**src/rtl/conv_result_collector_pkg.sv**
```systemverilog
// Shared sizing helpers and FSM encoding for the convolution result collector.
// Result words are 2*dataSize+5 bits wide; a frame holds (IMG_WIDTH-1)^2 windows.
package conv_result_collector_pkg;

  function automatic int unsigned calc_res_w(input int unsigned data_size);
    return 2 * data_size + 5;
  endfunction

  function automatic int unsigned calc_nwin(input int unsigned img_width);
    return (img_width - 1) * (img_width - 1);
  endfunction

  typedef enum logic [1:0] {
    StIdle,
    StCollect,
    StDrain,
    StDone
  } state_e;

endpackage

```
**src/rtl/conv_result_collector_sync_fifo.sv**
```systemverilog
// Registered FIFO with wrap-bit pointers and a synchronous flush.
// When empty, rd_data shows the most recently popped word.
module conv_result_collector_sync_fifo #(
  parameter int unsigned WIDTH = 22,
  parameter int unsigned DEPTH = 4
) (
  input  logic             clk,
  input  logic             rst,
  input  logic             flush,
  input  logic             push,
  input  logic             pop,
  input  logic [WIDTH-1:0] wr_data,
  output logic [WIDTH-1:0] rd_data,
  output logic             full,
  output logic             empty
);

  localparam int unsigned AW = $clog2(DEPTH);

  logic [AW:0]      wr_ptr_q, wr_ptr_d;
  logic [AW:0]      rd_ptr_q, rd_ptr_d;
  logic [WIDTH-1:0] mem_q [DEPTH];
  logic [WIDTH-1:0] hold_q;
  logic             do_push;
  logic             do_pop;

  assign empty   = (wr_ptr_q == rd_ptr_q);
  assign full    = (wr_ptr_q[AW] != rd_ptr_q[AW]) &&
                   (wr_ptr_q[AW-1:0] == rd_ptr_q[AW-1:0]);
  assign do_pop  = pop && !empty;
  // A pop in the same cycle frees the slot, so a push into a full FIFO is still taken.
  assign do_push = push && (!full || do_pop);
  assign rd_data = empty ? hold_q : mem_q[rd_ptr_q[AW-1:0]];

  always_comb begin
    wr_ptr_d = wr_ptr_q;
    rd_ptr_d = rd_ptr_q;
    if (flush) begin
      wr_ptr_d = '0;
      rd_ptr_d = '0;
    end else begin
      if (do_push) wr_ptr_d = wr_ptr_q + 1'b1;
      if (do_pop)  rd_ptr_d = rd_ptr_q + 1'b1;
    end
  end

  always_ff @(posedge clk or negedge rst) begin
    if (!rst) begin
      wr_ptr_q <= '0;
      rd_ptr_q <= '0;
      hold_q   <= '0;
    end else begin
      wr_ptr_q <= wr_ptr_d;
      rd_ptr_q <= rd_ptr_d;
      if (do_pop) hold_q <= mem_q[rd_ptr_q[AW-1:0]];
    end
  end

  always_ff @(posedge clk) begin
    if (do_push && !flush) mem_q[wr_ptr_q[AW-1:0]] <= wr_data;
  end

endmodule

```
**src/rtl/conv_result_collector.sv**
```systemverilog
// Collects convolution window results for one frame, applies optional ReLU,
// buffers them and streams them out over valid/ready with a last tag and done pulse.
module conv_result_collector
  import conv_result_collector_pkg::*;
#(
  parameter int unsigned dataSize   = 8,
  parameter int unsigned IMG_WIDTH  = 3,
  parameter int unsigned FIFO_DEPTH = 4,
  parameter bit          RELU_EN    = 1'b1,
  localparam int unsigned RES_W     = calc_res_w(dataSize),
  localparam int unsigned NWIN      = calc_nwin(IMG_WIDTH),
  localparam int unsigned CNT_W     = $clog2(NWIN + 1)
) (
  input  logic             clk,
  input  logic             rst,
  input  logic             frame_start,
  input  logic             win_valid,
  input  logic [RES_W-1:0] win_result,
  output logic             out_valid,
  input  logic             out_ready,
  output logic [RES_W-1:0] out_data,
  output logic             out_last,
  output logic [CNT_W-1:0] win_count,
  output logic             overflow,
  output logic             frame_done
);

  state_e           state_q, state_d;
  logic [CNT_W-1:0] cnt_q, cnt_d;
  logic             overflow_q, overflow_d;

  logic             push_req;
  logic             is_last;
  logic             pop;
  logic             fifo_full;
  logic             fifo_empty;
  logic [RES_W-1:0] relu_data;
  logic [RES_W:0]   fifo_rd_data;

  // frame_start wins over a coincident window: the new frame starts clean.
  assign push_req  = (state_q == StCollect) && win_valid && !frame_start;
  assign is_last   = (cnt_q == CNT_W'(NWIN - 1));
  assign relu_data = (RELU_EN && win_result[RES_W-1]) ? '0 : win_result;

  assign out_valid  = !fifo_empty;
  assign pop        = out_valid && out_ready;
  assign out_data   = fifo_rd_data[RES_W-1:0];
  assign out_last   = out_valid && fifo_rd_data[RES_W];
  assign win_count  = cnt_q;
  assign overflow   = overflow_q;
  assign frame_done = (state_q == StDone);

  conv_result_collector_sync_fifo #(
    .WIDTH(RES_W + 1),
    .DEPTH(FIFO_DEPTH)
  ) u_fifo (
    .clk    (clk),
    .rst    (rst),
    .flush  (frame_start),
    .push   (push_req),
    .pop    (pop),
    .wr_data({is_last, relu_data}),
    .rd_data(fifo_rd_data),
    .full   (fifo_full),
    .empty  (fifo_empty)
  );

  always_comb begin
    state_d = state_q;
    if (frame_start) begin
      state_d = StCollect;
    end else begin
      unique case (state_q)
        StIdle:    state_d = StIdle;
        StCollect: if (push_req && is_last) state_d = StDrain;
        // An empty FIFO here means the tagged word was dropped on overflow.
        StDrain:   if ((pop && out_last) || fifo_empty) state_d = StDone;
        StDone:    state_d = StIdle;
        default:   state_d = StIdle;
      endcase
    end
  end

  always_comb begin
    cnt_d      = cnt_q;
    overflow_d = overflow_q;
    if (frame_start) begin
      cnt_d = '0;
    end else if (push_req) begin
      // Dropped words still count so the last tag stays tied to image position.
      cnt_d = cnt_q + 1'b1;
      if (fifo_full && !pop) overflow_d = 1'b1;
    end
  end

  always_ff @(posedge clk or negedge rst) begin
    if (!rst) begin
      state_q    <= StIdle;
      cnt_q      <= '0;
      overflow_q <= 1'b0;
    end else begin
      state_q    <= state_d;
      cnt_q      <= cnt_d;
      overflow_q <= overflow_d;
    end
  end

endmodule
```
**config.mk**
```make
export PLATFORM = sky130hd
export DESIGN_NAME = conv_result_collector
export DESIGN_NICKNAME = d
export VERILOG_FILES = /design/src/rtl/conv_result_collector_pkg.sv /design/src/rtl/conv_result_collector_sync_fifo.sv /design/src/rtl/conv_result_collector.sv
export SDC_FILE = /design/constraint.sdc
export NUM_CORES = 1
export LEC_CHECK = 0
export BUFFER_PORTS_ARGS = -buffer_cell sky130_fd_sc_hd__buf_2
export CORE_MARGIN = 2
export CORE_UTILIZATION = 40
export CTS_BUF_LIST = sky130_fd_sc_hd__clkbuf_16
export DETAILED_ROUTE_END_ITERATION = 12
export PLACE_DENSITY = 0.56
export SLEW_MARGIN = 20
export SYNTH_ARGS = -nofsm -noshare
export SYNTH_HDL_FRONTEND = slang
export SYNTH_SLANG_ARGS = --single-unit
```
**constraint.sdc**
```tcl
create_clock -name clk -period 2.5 [get_ports clk]
set_input_delay 0.625 -clock clk [delete_from_list [all_inputs] [get_ports clk]]
set_output_delay 0.625 -clock clk [all_outputs]
set_load 0.005 [all_outputs]
```
==> metrics.txt <==
outcome finished with violations; violated checks negative setup slack; Routability Congestion a little over 0.7; crit-path max FO 14; WHS 0.313 ns; Post-synth ARST share 0.276; Tcrit/Tclk final 1.04; vias around 2.6k; crit path capture type output port; total power ~7.3 mW; largest net degree at the start of global routing 33; YS warnings 0; Clock Skew 0.00608 ns; register bit total from synthesis roughly 120; initial core utilization 0.405; Yosys cell types 42; area delta synth->final 24.8%; r2r worst-path depth 7; Compound-Gate Fraction of Synth Area 0.0306; clock root cell clkbuf_16; Final TNS setup -1.54 ns; Internal Power between 5 and 6 mW; adder-cell share of the synthesized area 0.0272; core area about 13000 µm²; Startpoint Class flip-flop; mux cell area share after synthesis 0.191; most common flop cell mapped by yosys edfxtp_1; Sequential Power Share 0.344; WL per Instance around 18 µm; fin crit period about 2.6 ns; CTS tree built; unrepaired setup endpoints after global routing true; vias in the first global route around 2.8k; Synth top area share 0.498; Worst-Margin Slew 0.808 ns; final setup violation count 20; data arrival time of the critical path roughly 2.0 ns; FMAX about 380 MHz; Max-cap violations 0; maximum clock path buffer count 2; top post-synthesis cells by area edfxtp_1 50%, dfrtp_1 16%, mux4_2 8.9%; Power Density 1160 nW/µm²; main combinational cell family by area after synthesis multiplexers; EDFF count, synth 84; clk_lat worst skew slightly above 0.4 ns; synthesized area ~5100 µm²; input/output buffers between 50 and 60; syn nets 320; GR Overflow Total 0; layout cells sized above 1 0.444; Diodes inserted 0; # IOs between 50 and 60; via/cell ratio 4.85; Clock Pin Slew Worst Setup and Hold Paths ~0.050 ns; Max Slew Vio Count 0; Routed WL around 9.6 mm; Gate Count Post-Synth 283; CTS sink count between 100 and 150; Peak VDD IR 0.000535 V; Die Y approximately 120 µm; clock power share 0.297; Die ar. 13600 µm²; initial antenna violation count 0; switching part of the total 0.263; depth of the CTS H-tree 4; Yosys top cell by area edfxtp_1; GRT Total Usage 0.157; initial drt markers 92; Sw Pwr between 1.5 and 2 mW; DRT Pass-1 Iters 4; post-route cell area roughly 6300 µm²; Post-DP Area 5640 µm²; Slew Limit Headroom 0.461; syn avg cell area ~18 µm²; Leak around 2.4 nW; worst path required time between 1.5 and 2 ns; Hold Path Class in -> async; Num CTS Buffers 17; first-pass GRT wire length about 15 mm; critical path type reg -> out; # rows approximately 40; Simple-Gate Fraction of Synth Area 0.0491; chip width ~120 µm; Comb power frac 0.359; # DRC 0; worst setup margin -0.100 ns; final hold vios 0; HPWL after DPL 6.22 mm; register area share after synthesis 0.656; Routed Antenna Nets 0; Synth Area in XOR/XNOR 0.0185; Layout Nets around 400
worst max-delay path, cell delays in order, from the launching register on:
cell and delay [ns]:
dfrtp_2 0.43, buf_12 0.19, mux4_2 0.55, mux2_4 0.28, buf_6 0.11
repair_timing:
item	CTS	global route
resized for setup	25	4
setup endpoints to repair	21	21
buffers inserted	2	0
hold buffers	0	0
pin swaps	1	0
cell type report:
cell class	count	area, µm²
Sequential cell	116	3320
Clock inverter	14	108
Tap cell	172	215
Inverter	8	30.0
Multi-Input combinational cell	144	1650
Timing Repair Buffer	75	572
Clock buffer	17	425
Fill cell	1077	6190
flip-flops by register name (all words and copies together), names as in the netlist:
name             count
win_count            3
u_fifo.mem_q        84
state_q              2
u_fifo.wr_ptr_q      3
u_fifo.hold_q       20
overflow             1
u_fifo.rd_ptr_q      3
cells in the mapped netlist, types with 2 or more instances:
library cell	count
a211oi_1	2
xor2_1	3
and2_1	5
mux4_2	20
ha_1	11
clkbuf_1	6
nor2_1	5
a21oi_1	2
mux2_1	4
buf_6	5
mux2_2	31
nand2_1	6
mux2_4	5
nor2b_1	20
xnor2_1	4
dfrtp_1	32
mux2i_1	2
inv_1	8
o31ai_1	2
edfxtp_1	84
buf_4	4
xnor2_2	2
worst paths after layout:
check / from / to / slack, ns
min: rst / state_q[1] / 0.31
min reg2reg: overflow / overflow / 0.47
min in group clk: overflow / overflow / 0.47
max reg2reg: state_q[1] / u_fifo.mem_q[2][18] / 0.48
max: u_fifo.rd_ptr_q[0] / out_data[1] / -0.10
max in group asynchronous: rst / u_fifo.rd_ptr_q[0] / 1.63
power groups by stage:
stage | Clock (mW) | Sequential, mW | Combinational [mW]
floorplan | 0 | 2.51 | 1.50
global placement | 0 | 2.53 | 2.20
CTS | 2.23 | 2.52 | 2.62
finish | 2.18 | 2.52 | 2.63
detailed placement | 0 | 2.55 | 2.22
global route | 2.32 | 2.55 | 2.87
cells by family after synthesis:
kind of cell,after synthesis
and+or+nand+nor,43
xor gates and xnor gates,9
AOI/OAI and AO/OA,17
adders and majority gates,11
DFF,116
buffers and inverters,23
muxes,63
other,1
cells in the final DEF (no fill, tap or decap), types with 4 or more instances in the layout:
cell and count:
mux2_4 18, buf_4 18, buf_12 4, mux4_2 21, ha_1 11, mux2_2 22
xnor2_1 4, and2_1 5, nand2_1 6, clkinv_1 6, buf_6 13, edfxtp_1 84
nor2b_1 20, clkbuf_16 17, nor2_1 5, buf_2 39, inv_1 12, dfrtp_1 31
per-layer routing:
layer / wire length [µm] / vias up / global-route usage / part of all wire
li1: - / 1234 / - / -
met1: 4360 / 1351 / 0.200 / 0.46
met2: 4750 / 52 / 0.251 / 0.50
met3: 333 / 12 / 0.0467 / 0.035
met4: 129 / 0 / 0.0706 / 0.013
met5: 0 / - / 0 / 0
metrics by stage:
stage | cells | utilization | setup WS [ns]
after CTS | 546 | 0.503 | -0.131
final | 546 | 0.505 | -0.100
after global placement | 513 | 0.451 | 0.255
after global routing | 546 | 0.505 | -0.173
after detailed placement | 513 | 0.451 | 0.235
after floorplan | 283 | - | 0.397
(Power assumes the default switching activity.)
